`src/rtl/wiper_motor_seq.sv`:
```
// Wiper motor sequencer: runs complete park -> far end -> park sweeps from the
// wipe request, with intermittent dwell, per-half timeout and sensor-contradiction faults.
module wiper_motor_seq #(
  parameter int TIMEOUT   = 1000,
  parameter int INT_DELAY = 500,
  parameter int CNT_W     = 8
) (
  input  logic             clk,
  input  logic             rst,
  input  logic             wipe_req,
  input  logic [1:0]       mode,
  input  logic             park_sw,
  input  logic             end_sw,
  output logic             motor_fwd,
  output logic             motor_rev,
  output logic             fast,
  output logic             busy,
  output logic [CNT_W-1:0] sweep_cnt,
  output logic             fault
);

  typedef enum logic [2:0] {PARK, OUT, BACK, DWELL, FAULT} state_t;

  localparam int TMAX = (TIMEOUT > INT_DELAY) ? TIMEOUT : INT_DELAY;
  localparam int TW   = $clog2(TMAX + 1);
  localparam logic [TW-1:0]    TIMEOUT_LAST = TW'(TIMEOUT - 1);
  localparam logic [TW-1:0]    DWELL_LAST   = TW'(INT_DELAY - 1);
  localparam logic [TW-1:0]    TIMER_ONE    = TW'(1);
  localparam logic [CNT_W-1:0] CNT_ONE      = CNT_W'(1);

  state_t        state;
  logic [TW-1:0] timer;
  logic [1:0]    mode_q;
  logic          repark;

  // Output pattern {motor_fwd, motor_rev, fast, busy} for the state being entered
  function automatic logic [3:0] drive(state_t s, logic hi);
    case (s)
      OUT:     drive = {1'b1, 1'b0, hi, 1'b1};
      BACK:    drive = {1'b0, 1'b1, hi, 1'b1};
      DWELL:   drive = 4'b0001;
      default: drive = 4'b0000;
    endcase
  endfunction

  always_ff @(posedge clk or posedge rst) begin
    if (rst) begin
      state     <= PARK;
      timer     <= '0;
      mode_q    <= 2'b01;
      repark    <= 1'b0;
      {motor_fwd, motor_rev, fast, busy} <= 4'b0000;
      sweep_cnt <= '0;
      fault     <= 1'b0;
    end else if (state != FAULT && park_sw && end_sw) begin
      state <= FAULT;
      timer <= '0;
      {motor_fwd, motor_rev, fast, busy} <= 4'b0000;
      fault <= 1'b1;
    end else begin
      case (state)
        PARK: begin
          if (wipe_req) begin
            timer <= '0;
            if (park_sw) begin
              state  <= OUT;
              mode_q <= mode;
              repark <= 1'b0;
              {motor_fwd, motor_rev, fast, busy} <= drive(OUT, mode[1]);
            end else begin
              // Arm stranded off park: bring it home without counting a sweep
              state  <= BACK;
              repark <= 1'b1;
              {motor_fwd, motor_rev, fast, busy} <= drive(BACK, mode_q[1]);
            end
          end
        end
        OUT: begin
          if (end_sw) begin
            state <= BACK;
            timer <= '0;
            {motor_fwd, motor_rev, fast, busy} <= drive(BACK, mode_q[1]);
          end else if (timer == TIMEOUT_LAST) begin
            state <= FAULT;
            timer <= '0;
            {motor_fwd, motor_rev, fast, busy} <= 4'b0000;
            fault <= 1'b1;
          end else begin
            timer <= timer + TIMER_ONE;
          end
        end
        BACK: begin
          if (park_sw) begin
            timer  <= '0;
            repark <= 1'b0;
            if (!repark)
              sweep_cnt <= sweep_cnt + CNT_ONE;
            if (mode_q == 2'b00 && wipe_req) begin
              state <= DWELL;
              {motor_fwd, motor_rev, fast, busy} <= drive(DWELL, mode_q[1]);
            end else begin
              state <= PARK;
              {motor_fwd, motor_rev, fast, busy} <= drive(PARK, mode_q[1]);
            end
          end else if (timer == TIMEOUT_LAST) begin
            state <= FAULT;
            timer <= '0;
            {motor_fwd, motor_rev, fast, busy} <= 4'b0000;
            fault <= 1'b1;
          end else begin
            timer <= timer + TIMER_ONE;
          end
        end
        DWELL: begin
          if (!wipe_req) begin
            state <= PARK;
            timer <= '0;
            {motor_fwd, motor_rev, fast, busy} <= drive(PARK, mode_q[1]);
          end else if (timer == DWELL_LAST) begin
            timer <= '0;
            if (park_sw) begin
              state  <= OUT;
              mode_q <= mode;
              {motor_fwd, motor_rev, fast, busy} <= drive(OUT, mode[1]);
            end else begin
              state <= PARK;
              {motor_fwd, motor_rev, fast, busy} <= drive(PARK, mode_q[1]);
            end
          end else begin
            timer <= timer + TIMER_ONE;
          end
        end
        default: ;
      endcase
    end
  end

endmodule

```
`config.mk`:
```
export PLATFORM = sky130hd
export DESIGN_NAME = wiper_motor_seq
export DESIGN_NICKNAME = d
export VERILOG_FILES = /design/src/rtl/wiper_motor_seq.sv
export SDC_FILE = /design/constraint.sdc
export NUM_CORES = 1
export LEC_CHECK = 0
export CAP_MARGIN = 40
export CORE_UTILIZATION = 42
export CTS_CLUSTER_DIAMETER = 60
export DETAILED_ROUTE_END_ITERATION = 6
export MAX_ROUTING_LAYER = met4
export PLACE_DENSITY = 0.74
export RECOVER_POWER = 25
export SYNTH_ARGS = -nofsm -noshare
export SYNTH_HDL_FRONTEND = slang
export SYNTH_SLANG_ARGS = --single-unit
```
`constraint.sdc`:
```
create_clock -name clk -period 5.95 [get_ports clk]
set_input_delay 0.8925 -clock clk [delete_from_list [all_inputs] [get_ports clk]]
set_output_delay 0.8925 -clock clk [all_outputs]
set_load 0.02 [all_outputs]
```
Word-level counts from Yosys, hierarchy flattened
Index checks and enable logic that the tools add are counted.

word-level totals
  flip-flop bits (word level) = 29
  output and inout bits = 13
  logic and storage cells = 109

operators by class
  add/subtract/negate cells = 2
  eq/ne operators = 14
  muxes and demuxes = 66
  bitwise operators = 2
  reduce and logical (&&, ||, !) cells = 15

operator list
  kind                     count
  $mux W10                 7
  $pmux W10 S4             1
  $mux W1                  37
  $mux W3                  7
  $pmux W1 S4              4
  $mux W2                  6
  $ne A3 B3 Y1 const B     4
  $pmux W3 S4              1
  $add A10 B1 Y10 const B  1
  $eq A10 B10 Y1 const B   1
  $eq A10 B9 Y1 const B    1
  $add A8 B1 Y8 const B    1
  $ne A2 B2 Y1 const B     4
  $reduce_and A4 Y1        2
  $eq A3 B2 Y1 const B     2
  $reduce_and A3 Y1        2
  $reduce_and A5 Y1        1
  $reduce_bool A5 Y1       1
  $ne A4 B4 Y1 const B     1
  $pmux W1 S2              2
  $pmux W2 S2              1
  $reduce_bool A2 Y1       2
  $eq A3 B1 Y1 const B     1
  $logic_and A1 B1 Y1      3
  other kinds (5)          6

Longest topological paths before layout
Gate-level depths: netlist of run 1.

  word-level depth = 6
  mapped depth = 7
  gate-level depth less buffers = 6

Worst setup path after synthesis of run 1
No wires, ideal clock.

  path kind = input port to flip-flop
  start point = input wipe_req
  end point = register state[0]
  library setup time = 0.074 ns
  arrival time = 2.208 ns
  data required time = 5.876 ns
  slack = 3.668 ns
  cell stages on the path = 6
  cells stage by stage = buf_2 or3b_1 o311ai_0 a31oi_1 or3_1 a21oi_2

between the ends
  word-level cells in the longest chain between the ends = 5
  elaborated cells on any way between the ends = 9
  classes of those cells = eq/ne (2); mux (5); reduce/logical (2)

ends and longest elaborated chain
  item                  line  text
  start, declared       10    input logic wipe_req,
  $logic_and A1 B1 Y1   98    if (mode_q == 2'b00 && wipe_req) begin
  $mux W2               98
  $mux W3               93    if (park_sw) begin
  $pmux W3 S4           61    case (state)
  $mux W3               55    end else if (state != FAULT && park_sw && end_sw) begin
  end signal, assigned  56    state <= FAULT;
  end signal, assigned  99    state <= DWELL;
  end signal, assigned  102   state <= PARK;
  end, declared         31    state_t state;

Parallel ways exist; a longest one is shown, timed or not.
A chain may end at the register's enable or synchronous reset.

Final worst setup path of run 1
  start point = input park_sw
  end point = register timer[9]

between the ends
  word-level cells in the longest chain between the ends = 4
  elaborated cells on any way between the ends = 8
  classes of those cells = eq/ne (1); mux (3); reduce/logical (4)

ends and longest elaborated chain
  item                                                                 line  text
  start, declared                                                      12    input logic park_sw,
  $logic_and A1 B1 Y1 (2 in a row)                                     55
  $ne A3 B3 Y1 (no line) / $reduce_bool A5 Y1 (equally long branches)  n/a
  $reduce_and A2 Y1 (no line)                                          n/a
  end signal, assigned                                                 89    timer <= timer + TIMER_ONE;
  end signal, assigned                                                 111   timer <= timer + TIMER_ONE;
  end signal, assigned                                                 130   timer <= timer + TIMER_ONE;
  end, declared                                                        32    logic [TW-1:0] timer;

Parallel ways exist; a longest one is shown, timed or not.

==> impl_summary.log, run 1 <==
INFO  metric placement.cell_area = 1860 um2
INFO  metric seq_power_share = 47.8%
INFO  metric start_util = 44.3%
INFO  metric top_level_ports = 20
INFO  metric buffer_ports.inserted = 19
INFO  metric cts-buffers-inserted = 5
INFO  metric internal-power = 0.359 mW
INFO  metric netlist_instances = 171
INFO  metric reg2reg_from = timer[0]$_DFFE_PP0P_
INFO  metric leakagePower = 0.805 nW
INFO  metric final_max_slew_viol_count = 0
INFO  metric antenna_cells_inserted = 0
INFO  metric drive_gt1_share = 13.6%
INFO  metric synth_largest_type_area_fraction = 42.8%
INFO  metric holdWs = 470 ps
INFO  metric commonest_non_fill_non_tap_cell_in_the_layout = sky130_fd_sc_hd__dfrtp_1
INFO  metric timing.critical_path.to_type = flop
INFO  metric initial_antenna_violation_count = 0
INFO  metric synth.yosys.seq_area_share = 44.5%
INFO  metric std_cell_rows = 22
INFO  metric period_minus_slack = 2960 ps
INFO  metric ys_seq_elements = 29
INFO  metric grt_util_met2 = 26.2%
INFO  metric layout-area-overhead-vs-synth = 18.6%
INFO  metric ant_nets = 0
INFO  metric detailed_place_hpwl = 2490 um
INFO  metric synth_cell_types = 49
INFO  metric placement.setup.worst_slack = 2720 ps
INFO  metric max_clk_rate = 0.337 GHz
INFO  metric grt_first_pass_wirelength = 5660 um
INFO  metric synthArstFlopShare = 100%
INFO  metric coreArea = 3690 um2
INFO  metric finish.net_count = 199
INFO  metric setup_viol = 0
INFO  metric power.switching_fraction = 31.3%
INFO  metric met3_usage = 4.82%
INFO  metric postSynthAreaPerCell = 9.56 um2
INFO  metric cts.clk_slew.worst_paths = 60 ps
INFO  metric layout.filler_cells = 339
INFO  metric maxCapViolations = 0
INFO  metric yosysTopAreaCell = sky130_fd_sc_hd__dfrtp_1
INFO  metric grt_max_degree = 16
INFO  metric insertion_delay = 280 ps
INFO  metric drc = 0
INFO  metric peakVddDrop = 0.000155 V
INFO  metric register_to_register_path_setup_slack = 3620 ps
INFO  metric synthesis.area = 1640 um2
INFO  metric drtIter0Drc = 83
INFO  metric globalRoute.totalOverflow = 0
INFO  metric fp.dieH = 64.4 um
INFO  metric via_per_inst = 5.78
INFO  metric ctsHtreeMaxLevel = 2
INFO  metric critical_path.startpoint = park_sw
INFO  metric timing.hold.worst_endpoint = sweep_cnt[7]$_DFFE_PP0P_
INFO  metric crit_arrival = 3160 ps
INFO  metric drt-pass1-iter-count = 4
INFO  metric hold-path-cell-count = 1
INFO  metric timing.critical_path.from_type = input port
INFO  metric cts-root-buf = sky130_fd_sc_hd__clkbuf_8
INFO  metric die_area = 4150 um2
INFO  metric clock_sink_count = 29
INFO  metric average_wire_per_cell_in_the_routed_design = 14.6 um
INFO  metric p_comb_share = 21.4%
INFO  metric synth_nets = 180
INFO  metric cts_repair_resize_count = 0
INFO  metric layout.cell_area.non_filler = 1940 um2
INFO  metric setup_slack = 2990 ps
INFO  metric hold_buffer_count_at_cts = 0
INFO  metric crit_type = in -> reg
INFO  metric post_cts.repair.setup_buffers = 0
INFO  metric cp_data_required_time = 6150 ps
INFO  metric rsz0062_at_grt = false
INFO  metric number_of_warning_messages_in_the_yosys_log = 0
INFO  metric worst-r2r-cell-count = 6
INFO  metric clock_tree_from_tritoncts = built
INFO  metric timing.hold.worst.start = sweep_cnt[7]$_DFFE_PP0P_
INFO  metric worstReg2RegEnd = timer[7]$_DFFE_PP0P_
INFO  metric finalWeightedCongestion = 0.838
INFO  metric tns = 0 ps
INFO  metric die_w = 64.4 um
INFO  metric critical_path.max_fanout = 13
INFO  metric grtUsageMet1 = 26.3%
INFO  metric route.vias.total = 1,381
INFO  metric grt_usage = 18.6%
INFO  metric final.period_utilization = 49.8%
INFO  metric report.power.total = 0.523 mW
INFO  metric worst_slew_pin_slew = 876 ps
INFO  metric clockPowerShare = 30.8%
INFO  metric synth_area_leaders = sky130_fd_sc_hd__dfrtp_1, sky130_fd_sc_hd__o21ai_0, sky130_fd_sc_hd__nor2_1, sky130_fd_sc_hd__nand2_1, sky130_fd_sc_hd__a21oi_1
INFO  metric p_per_area = 270 nW/um2
INFO  metric hold_path.class = reg -> reg
INFO  metric most_used_cells_in_the_layout_excluding_fill_and_tap_cells = sky130_fd_sc_hd__dfrtp_1, sky130_fd_sc_hd__clkdlybuf4s50_1, sky130_fd_sc_hd__nor2_1, sky130_fd_sc_hd__o21ai_0, sky130_fd_sc_hd__nand2_1
INFO  metric synth_enable_flop_cells = 0
INFO  metric run_status = finished, final reports clean
INFO  metric routed_wl = 3490 um
INFO  metric fin_worst_skew = 8.68 ps
INFO  metric synth_top_flop_cell = sky130_fd_sc_hd__dfrtp_1
INFO  metric timing_hold_violations_final = 0
INFO  metric switching_power = 0.163 mW
INFO  metric globalRoute.busiestLayer = met1
INFO  metric grt_pass1_vias = 1,179
INFO  metric slew_headroom = 41.6%
INFO  metric clk_buf_depth = 2
logic make-up after synthesis:
group / synth area share, %
muxes: 2.07
adders and majority gates: 1.53
DFF: 44.5
buffers and inverters: 2.91
and+or+nand+nor: 22.9
AOI/OAI and AO/OA: 21.9
xor gates and xnor gates: 4.28
per-stage QoR:
stage          std cells  utilization [%]
5_1_grt              239             52.6
4_1_cts              239             52.9
6_report             239             52.6
2_1_floorplan        171                -
3_3_place_gp         230             50.1
3_5_place_dp         231             50.5
layer usage:
layer | wire [um] | up-vias | part of all wire [%]
li1 | - | 674 | -
met1 | 1720 | 662 | 49
met2 | 1560 | 40 | 45
met3 | 170 | 5 | 4.9
met4 | 45 | 0 | 1.3
met5 | 0 | - | 0
synthesized netlist by cell type, drive strengths merged, types with 3 or more instances:
library cell  number
dfrtp             28
nor2              16
o21ai             15
nand2             14
a21oi             11
a31oi              7
nand4              6
buf                5
nand3              5
a22o               4
xnor2              4
xor2               4
and3               3
clkbuf             3
inv                3
mux2               3
nor3               3
nor3b              3
or3                3
sequential cells by signal, indices dropped and copies added, names as in the netlist, 2 cells and up:
register	count
sweep_cnt	8
state	3
mode_q	2
timer	10
worst max-delay path by stage:
stage	to	slack, ps	cells after the start
after floorplan	state[0]$_DFFE_PP0P_	3670	6
after global placement	timer[9]$_DFFE_PP0P_	2830	6
after detailed placement	timer[9]$_DFFE_PP0P_	2720	6
after CTS	timer[9]$_DFFE_PP0P_	3010	6
after global routing	timer[9]$_DFFE_PP0P_	2720	6
final	timer[9]$_DFFE_PP0P_	2990	6
area by class of cell:
class	instances	area, um2	area share [%]
clock inverters	3	17.5	0.903
flip-flops and latches	29	727	37.5
inverters	3	11.3	0.581
clock buffers	5	68.8	3.55
repair buffers	20	194	10.0
multi-input cells	131	861	44.4
well taps	48	60.1	3.10
critical path, stage by stage:
cell	delay, ps
sky130_fd_sc_hd__clkdlybuf4s50_1	600
sky130_fd_sc_hd__nor3b_1	330
sky130_fd_sc_hd__o21bai_1	180
sky130_fd_sc_hd__o2bb2ai_1	730
sky130_fd_sc_hd__o21ai_0	210
sky130_fd_sc_hd__a31oi_1	210
power by group through the flow:
stage          clock [mW]  sequential (mW)  combinational, mW
6_report            0.161            0.250              0.112
3_5_place_dp            0            0.252              0.112
5_1_grt             0.175            0.253              0.123
4_1_cts             0.165            0.249              0.114
2_1_floorplan           0            0.261             0.0573
3_3_place_gp            0            0.251              0.110
(Power assumes the default switching activity.)
==> run 2: changes to the inputs <==
==> constraint.sdc (replaced) <==
create_clock -name clk -period 3.05 [get_ports clk]
set_input_delay 0.4575 -clock clk [delete_from_list [all_inputs] [get_ports clk]]
set_output_delay 0.4575 -clock clk [all_outputs]
set_load 0.02 [all_outputs]
==> run 2 against run 1 <==
Effect of this change:
- the flow now finishes with violations (max-capacitance violations, max-slew violations)
- first-iteration DRC count grew 46%
- critical endpoint is now state[0]$_DFFE_PP0P_
- clock power up 97%
- combinational power is 92% higher
==> impl_summary.log, run 2 (synthesis results as in run 1) <==
INFO  metric run_status = finished with violations
INFO  metric violations = max-capacitance violations, max-slew violations
INFO  metric route.vias.total = 1,410 (+2.1%)
INFO  metric register_to_register_path_setup_slack = 900 ps (-2720 ps)
INFO  metric clock_tree_from_tritoncts = built
INFO  metric final_util = 52.8% (+0.20 points)
INFO  metric cp-endpoint = state[0]$_DFFE_PP0P_
INFO  metric average_wire_per_cell_in_the_routed_design = 14.6 um (+0.21%)
INFO  metric period_minus_slack = 2220 ps
INFO  metric timing.critical_path.buf_inv = 1 (unchanged)
INFO  metric layout_top_registers = timer: 10 flops, sweep_cnt: 8 flops, state: 3 flops
INFO  metric grt_pass1_vias = 1,385 (+17%)
INFO  metric setup_viol = 0 (unchanged)
INFO  metric hold_path.class = reg -> reg
INFO  metric final_max_slew_viol_count = 30 (+30)
INFO  metric slew_headroom = -1.17% (-43 points)
INFO  metric drtIter0Drc = 121 (+46%)
INFO  metric die_area = 4150 um2 (unchanged)
INFO  metric cts.clk_slew.worst_paths = 70 ps (about the same)
INFO  metric p_per_area = 525 nW/um2 (+95%)
INFO  metric cts-buffers-inserted = 5 (unchanged)
INFO  metric placement.setup.worst_slack = 547 ps (-2180 ps)
INFO  metric maxCapViolations = 1 (+1)
INFO  metric grt_first_pass_wirelength = 6330 um (+12%)
INFO  metric reg2reg_from = timer[0]$_DFFE_PP0P_
INFO  metric crit_arrival = 2440 ps (-720 ps)
INFO  metric rsz0062_at_grt = false
INFO  metric grt_max_degree = 30 (+14)
INFO  metric top_level_ports = 20 (unchanged)
INFO  metric commonest_non_fill_non_tap_cell_in_the_layout = sky130_fd_sc_hd__dfrtp_1
INFO  metric layout-area-overhead-vs-synth = 19.1%
INFO  metric layout.cell_area.non_filler = 1950 um2 (+0.39%)
INFO  metric std_cell_rows = 22 (unchanged)
INFO  metric grt_usage = 20.3% (+1.7 points)
INFO  metric detailed_place_hpwl = 2580 um (+3.8%)
INFO  metric holdWs = 470 ps (-0.210 ps)
INFO  metric worstReg2RegEnd = timer[3]$_DFFE_PP0P_
INFO  metric critical-path-top-delay-family = simple AND/OR/NAND/NOR gates
INFO  metric globalRoute.totalOverflow = 0 (unchanged)
INFO  metric top_register = timer
INFO  metric setup_slack = 830 ps (-2160 ps)
INFO  metric via_per_inst = 5.88 (+1.7%)
INFO  metric buffer_ports.inserted = 19 (unchanged)
INFO  metric fin_worst_skew = 11.0 ps (+2.32 ps)
INFO  metric timing_hold_violations_final = 0 (unchanged)
INFO  metric flip_flop_count_of_the_largest_register_after_layout = 10 (unchanged)
INFO  metric initial_antenna_violation_count = 0 (unchanged)
INFO  metric worstPathCellList = clkdlybuf4s50_1 -> or3b_1 -> o311ai_0 -> a31oi_1 -> or3_1 -> a21oi_2
INFO  metric max_clk_rate = 0.450 GHz
INFO  metric hold_buffer_count_at_cts = 0 (unchanged)
INFO  metric drc = 0 (unchanged)
INFO  metric placement.cell_area = 1860 um2 (unchanged)
INFO  metric finish.net_count = 200 (+0.50%)
INFO  metric worst_slew_pin_slew = 1520 ps (+642 ps)
INFO  metric coreArea = 3690 um2 (unchanged)
INFO  metric leakagePower = 0.810 nW (+0.68%)
INFO  metric cts-root-buf = sky130_fd_sc_hd__clkbuf_8
INFO  metric post_cts.repair.setup_buffers = 0 (unchanged)
INFO  metric timing.critical_path.to_type = flop
INFO  metric clock_sink_count = 29 (unchanged)
INFO  metric critical_path.max_fanout = 9 (-4)
INFO  metric critical_path_cell_count = 6 (unchanged)
INFO  metric most_used_cells_in_the_layout_excluding_fill_and_tap_cells = sky130_fd_sc_hd__dfrtp_1, sky130_fd_sc_hd__clkdlybuf4s50_1, sky130_fd_sc_hd__nor2_1, sky130_fd_sc_hd__o21ai_0, sky130_fd_sc_hd__nand2_1
INFO  metric ctsHtreeMaxLevel = 2 (unchanged)
INFO  metric fp.dieH = 64.4 um (unchanged)
INFO  metric report.power.total = 1.02 mW (+95%)
INFO  metric final.period_utilization = 72.8%
INFO  metric insertion_delay = 290 ps (about the same)
INFO  metric cts_repair_resize_count = 0 (unchanged)
INFO  metric antenna_cells_inserted = 0 (unchanged)
INFO  metric drt-pass1-iter-count = 4 (unchanged)
INFO  metric timing.critical_path.slowest_stage_cell = sky130_fd_sc_hd__clkdlybuf4s50_1
INFO  metric die_w = 64.4 um (unchanged)
INFO  metric worst_path_largest_cell_delay = 660 ps (-70 ps)
INFO  metric crit_type = in -> reg
INFO  metric routed_wl = 3520 um (+0.63%)
INFO  metric timing.critical_path.from_type = input port
INFO  metric clk_buf_depth = 2 (unchanged)
INFO  metric peakVddDrop = 0.000406 V (+160%)
INFO  metric layoutNonFillerInstCount = 240 (+0.42%)
INFO  metric critical_path.startpoint = wipe_req
INFO  metric placed_cells_incl_taps = 232 (+0.43%)
INFO  metric drive_gt1_share = 14.1% (+0.45 points)
INFO  metric cp_data_required_time = 3270 ps (-2880 ps)
INFO  metric start_util = 44.3% (unchanged)
INFO  metric tns = 0 ps (unchanged)
INFO  metric ant_nets = 0 (unchanged)
INFO  metric worst-r2r-cell-count = 6 (unchanged)
INFO  metric finalWeightedCongestion = 0.931 (+11%)
[run 2: cell count changes in the layout (fill, tap and decap cells not counted), sizes merged]
cell	previous run	this run
buf	0	1
[run 2: area by class of cell]
type	instances	area [um2]
Fill cell	353	1740
Multi-Input combinational cell	131	861
Sequential cell	29	727
Timing Repair Buffer	21	201
Clock buffer	5	68.8
Tap cell	48	60.1
Clock inverter	3	17.5
Inverter	3	11.3
[run 2: report_power, final]
group	leakage [nW]	switching, mW	internal [mW]	total (mW)
combinational	0.383	0.109	0.106	0.215
clock	0.0439	0.160	0.157	0.317
sequential	0.384	0.0516	0.437	0.489
[run 2: worst reg2reg max path, cell delays in order (launching register included)]
cell	delay, ps
sky130_fd_sc_hd__dfrtp_1	390
sky130_fd_sc_hd__ha_1	270
sky130_fd_sc_hd__nand4_1	140
sky130_fd_sc_hd__nor4_1	610
sky130_fd_sc_hd__a2bb2oi_1	300
sky130_fd_sc_hd__o21ai_0	130
sky130_fd_sc_hd__a22o_1	190
[run 2: layer usage]
metal / up-vias / global-route usage, % / share of wire (%)
met3: 4 / 5.00 / 5.3
met4: 0 / 6.94 / 0.85
li1: 675 / - / -
met2: 41 / 30.5 / 46
met5: - / - / 0
met1: 690 / 26.6 / 48
[run 2: worst min path at each step]
stage	from	to	slack [ps]	depth (start not counted)
after floorplan	timer[0]$_DFFE_PP0P_	timer[0]$_DFFE_PP0P_	460	1
after global placement	sweep_cnt[7]$_DFFE_PP0P_	sweep_cnt[7]$_DFFE_PP0P_	460	1
after detailed placement	sweep_cnt[7]$_DFFE_PP0P_	sweep_cnt[7]$_DFFE_PP0P_	460	1
after CTS	sweep_cnt[7]$_DFFE_PP0P_	sweep_cnt[7]$_DFFE_PP0P_	480	1
after global routing	sweep_cnt[7]$_DFFE_PP0P_	sweep_cnt[7]$_DFFE_PP0P_	490	1
final	sweep_cnt[7]$_DFFE_PP0P_	sweep_cnt[7]$_DFFE_PP0P_	470	1
==> run 3: changes to the inputs <==
--- a/config.mk
+++ b/config.mk
@@ -10,7 +10,7 @@
 export CTS_CLUSTER_DIAMETER = 60
 export DETAILED_ROUTE_END_ITERATION = 6
 export MAX_ROUTING_LAYER = met4
-export PLACE_DENSITY = 0.74
+export PLACE_DENSITY = 0.76
 export RECOVER_POWER = 25
 export SYNTH_ARGS = -nofsm -noshare
 export SYNTH_HDL_FRONTEND = slang
==> constraint.sdc (replaced) <==
create_clock -name clk -period 1.9 [get_ports clk]
set_input_delay 0.285 -clock clk [delete_from_list [all_inputs] [get_ports clk]]
set_output_delay 0.285 -clock clk [all_outputs]
set_load 0.02 [all_outputs]
==> run 3 against run 2 <==
Effect of this change:
- the run ends with negative setup slack left
- clock skew down 6.2 ps
- clock power is 79% higher
- sequential cell count is the same
- sequential share of layout area fell by 6.4 points
- utilization increased by 11 points
- largest power group unchanged
- highest routed layer unchanged
==> impl_summary.log, run 3 (synthesis results as in run 1) <==
INFO  metric top_level_ports = 20 (unchanged)
INFO  metric commonest_non_fill_non_tap_cell_in_the_layout = sky130_fd_sc_hd__buf_4
INFO  metric detailed_place_hpwl = 2810 um (+8.9%)
INFO  metric crit_arrival = 2050 ps (-390 ps)
INFO  metric hold_path.class = reg -> reg
INFO  metric timing.hold.worst.start = sweep_cnt[7]$_DFFE_PP0P_
INFO  metric finalWeightedCongestion = 0.929 (-0.18%)
INFO  metric antenna_cells_inserted = 0 (unchanged)
INFO  metric holdWs = 472 ps (+2.05 ps)
INFO  metric grt_pass1_vias = 1,523 (+10%)
INFO  metric average_wire_per_cell_in_the_routed_design = 15.5 um (+5.7%)
INFO  metric timing_hold_violations_final = 0 (unchanged)
INFO  metric slew_headroom = 53.3% (+55 points)
INFO  metric globalRoute.totalOverflow = 0 (unchanged)
INFO  metric switching_power = 0.533 mW (+66%)
INFO  metric clockPowerShare = 31.7% (+0.7 points)
INFO  metric timing.hold.worst_endpoint = sweep_cnt[7]$_DFFE_PP0P_
INFO  metric reg2reg_from = timer[1]$_DFFE_PP0P_
INFO  metric drtIter0Drc = 120 (-0.83%)
INFO  metric worst_slew_pin_slew = 700 ps (-818 ps)
INFO  metric peakVddDrop = 0.000450 V (+11%)
INFO  metric max_clk_rate = 0.526 GHz
INFO  metric grt_usage = 22.7% (+2.4 points)
INFO  metric placed_cells_incl_taps = 265 (+14%)
INFO  metric setup_slack = -0.243 ps (-830 ps)
INFO  metric period_minus_slack = 1900 ps
INFO  metric grt_first_pass_wirelength = 6900 um (+8.9%)
INFO  metric worst-r2r-cell-count = 7 (+1)
INFO  metric layoutNonFillerInstCount = 278 (+16%)
INFO  metric register_to_register_path_setup_slack = -0.2 ps (-900 ps)
INFO  metric layout_top_registers = timer: 10 flops, sweep_cnt: 8 flops, state: 3 flops
INFO  metric most_used_cells_in_the_layout_excluding_fill_and_tap_cells = sky130_fd_sc_hd__buf_4, sky130_fd_sc_hd__dfrtp_1, sky130_fd_sc_hd__clkdlybuf4s50_1, sky130_fd_sc_hd__nor2_1, sky130_fd_sc_hd__nand2_1
INFO  metric internal-power = 1.25 mW (+79%)
INFO  metric maxCapViolations = 0 (-1)
INFO  metric leakagePower = 1.03 nW (+28%)
INFO  metric cts-buffers-inserted = 5 (unchanged)
INFO  metric flip_flop_count_of_the_largest_register_after_layout = 10 (unchanged)
INFO  metric drive_gt1_share = 33.9% (+20 points)
INFO  metric seq_power_share = 42.8% (-5.1 points)
INFO  metric final_max_slew_viol_count = 0 (-100%)
INFO  metric hold-path-cell-count = 1 (unchanged)
INFO  metric finish.net_count = 238 (+19%)
INFO  metric start_util = 44.3% (unchanged)
INFO  metric setup_viol = 1 (+1)
INFO  metric coreArea = 3690 um2 (unchanged)
INFO  metric cp_data_required_time = 2050 ps (-1220 ps)
INFO  metric drc = 0 (unchanged)
INFO  metric buffer_ports.inserted = 19 (unchanged)
INFO  metric clock_sink_count = 29 (unchanged)
INFO  metric worstReg2RegEnd = motor_fwd$_DFFE_PP0P_
INFO  metric cts-root-buf = sky130_fd_sc_hd__clkbuf_8
INFO  metric tns = -0.243 ps (-0.243 ps)
INFO  metric violations = negative setup slack
INFO  metric fp.dieH = 64.4 um (unchanged)
INFO  metric final.period_utilization = 100%
INFO  metric ctsHtreeMaxLevel = 2 (unchanged)
INFO  metric initial_antenna_violation_count = 0 (unchanged)
INFO  metric top_register = timer
INFO  metric p_comb_share = 25.4% (+4.3 points)
INFO  metric power.switching_fraction = 29.8% (-1.6 points)
INFO  metric rsz0062_at_grt = true
INFO  metric routed_wl = 4300 um (+22%)
INFO  metric timing.critical_path.from_type = flop
INFO  metric clk_buf_depth = 2 (unchanged)
INFO  metric die_w = 64.4 um (unchanged)
INFO  metric crit_type = reg -> reg
INFO  metric placement.setup.worst_slack = -228 ps (-775 ps)
INFO  metric critical_path.max_fanout = 3 (-6)
INFO  metric route.vias.total = 1,600 (+13%)
INFO  metric cts.clk_slew.worst_paths = 60 ps (about the same)
INFO  metric std_cell_rows = 22 (unchanged)
INFO  metric fin_worst_skew = 4.78 ps (-6.22 ps)
INFO  metric insertion_delay = 290 ps (about the same)
INFO  metric timing.critical_path.to_type = flop
INFO  metric ant_nets = 0 (unchanged)
INFO  metric run_status = finished with violations
INFO  metric layout-area-overhead-vs-synth = 43.7%
INFO  metric clock_tree_from_tritoncts = built
INFO  metric grt_max_degree = 30 (unchanged)
INFO  metric via_per_inst = 5.76 (-2.0%)
INFO  metric drt-pass1-iter-count = 4 (unchanged)
INFO  metric die_area = 4150 um2 (unchanged)
INFO  metric p_per_area = 761 nW/um2 (+45%)
[run 3: metal layers]
layer	track usage (%)	vias to the layer above	wire, um
met2	34.5	60	2160
met4	10.3	0	64
li1	-	745	-
met5	-	-	0
met3	5.36	9	253
met1	28.6	786	1820
[run 3: worst max path at each step]
| stage | startpoint | to | slack (ps) | cells past startpoint |
|---|---|---|---|---|
| floorplan | timer[0]$_DFFE_PP0P_ | state[0]$_DFFE_PP0P_ | 20 | 6 |
| CTS | timer[0]$_DFFE_PP0P_ | mode_q[1]$_DFFE_PP0P_ | 1 | 7 |
| detailed placement | wipe_req | state[0]$_DFFE_PP0P_ | -230 | 6 |
| global route | timer[1]$_DFFE_PP0P_ | motor_fwd$_DFFE_PP0P_ | -90 | 7 |
| finish | timer[1]$_DFFE_PP0P_ | motor_fwd$_DFFE_PP0P_ | -0.2 | 7 |
| global placement | wipe_req | state[0]$_DFFE_PP0P_ | -180 | 6 |
[run 3: repair_timing]
action | in CTS | in global routing
hold buffers | 0 | 0
gates resized for setup | 5 | 18
cloned | 0 | 0
setup endpoints to repair | 4 | 12
pin swaps | 5 | 11
setup buffers | 4 | 1
[run 3: worst max-delay path, cell delays in order (launching register included)]
cell and delay [ps]:
sky130_fd_sc_hd__dfrtp_1 370, sky130_fd_sc_hd__ha_2 210, sky130_fd_sc_hd__nor4b_4 260, sky130_fd_sc_hd__a31oi_4 140
sky130_fd_sc_hd__or3_4 400, sky130_fd_sc_hd__buf_4 160, sky130_fd_sc_hd__nor2_4 110, sky130_fd_sc_hd__o21ai_0 110
[run 3: layout make-up]
| class | instances | area (um2) |
|---|---|---|
| inverter | 3 | 11.3 |
| fill | 303 | 1340 |
| timing repair buffer | 59 | 499 |
| sequential | 29 | 727 |
| tap | 48 | 60.1 |
| multi-input combinational | 131 | 951 |
| clock buffer | 7 | 96.3 |
| clock inverter | 1 | 5.00 |
[run 3: power groups by stage]
| stage | clock network, mW | logic, mW | registers (mW) |
|---|---|---|---|
| after floorplan | 0 | 0.179 | 0.817 |
| after global placement | 0 | 0.414 | 0.771 |
| after detailed placement | 0 | 0.422 | 0.771 |
| after CTS | 0.576 | 0.433 | 0.764 |
| after global routing | 0.605 | 0.493 | 0.774 |
| final | 0.567 | 0.455 | 0.766 |
[run 3: stage by stage]
stage / utilization [%] / area [um2] / total power [mW]
final: 63.7 / 2350 / 1.79
after global routing: 63.7 / 2350 / 1.87
after CTS: 61.5 / 2270 / 1.77
after detailed placement: 57.3 / 2110 / 1.19
after global placement: 57.3 / 2110 / 1.18
after floorplan: - / 1640 / 0.996
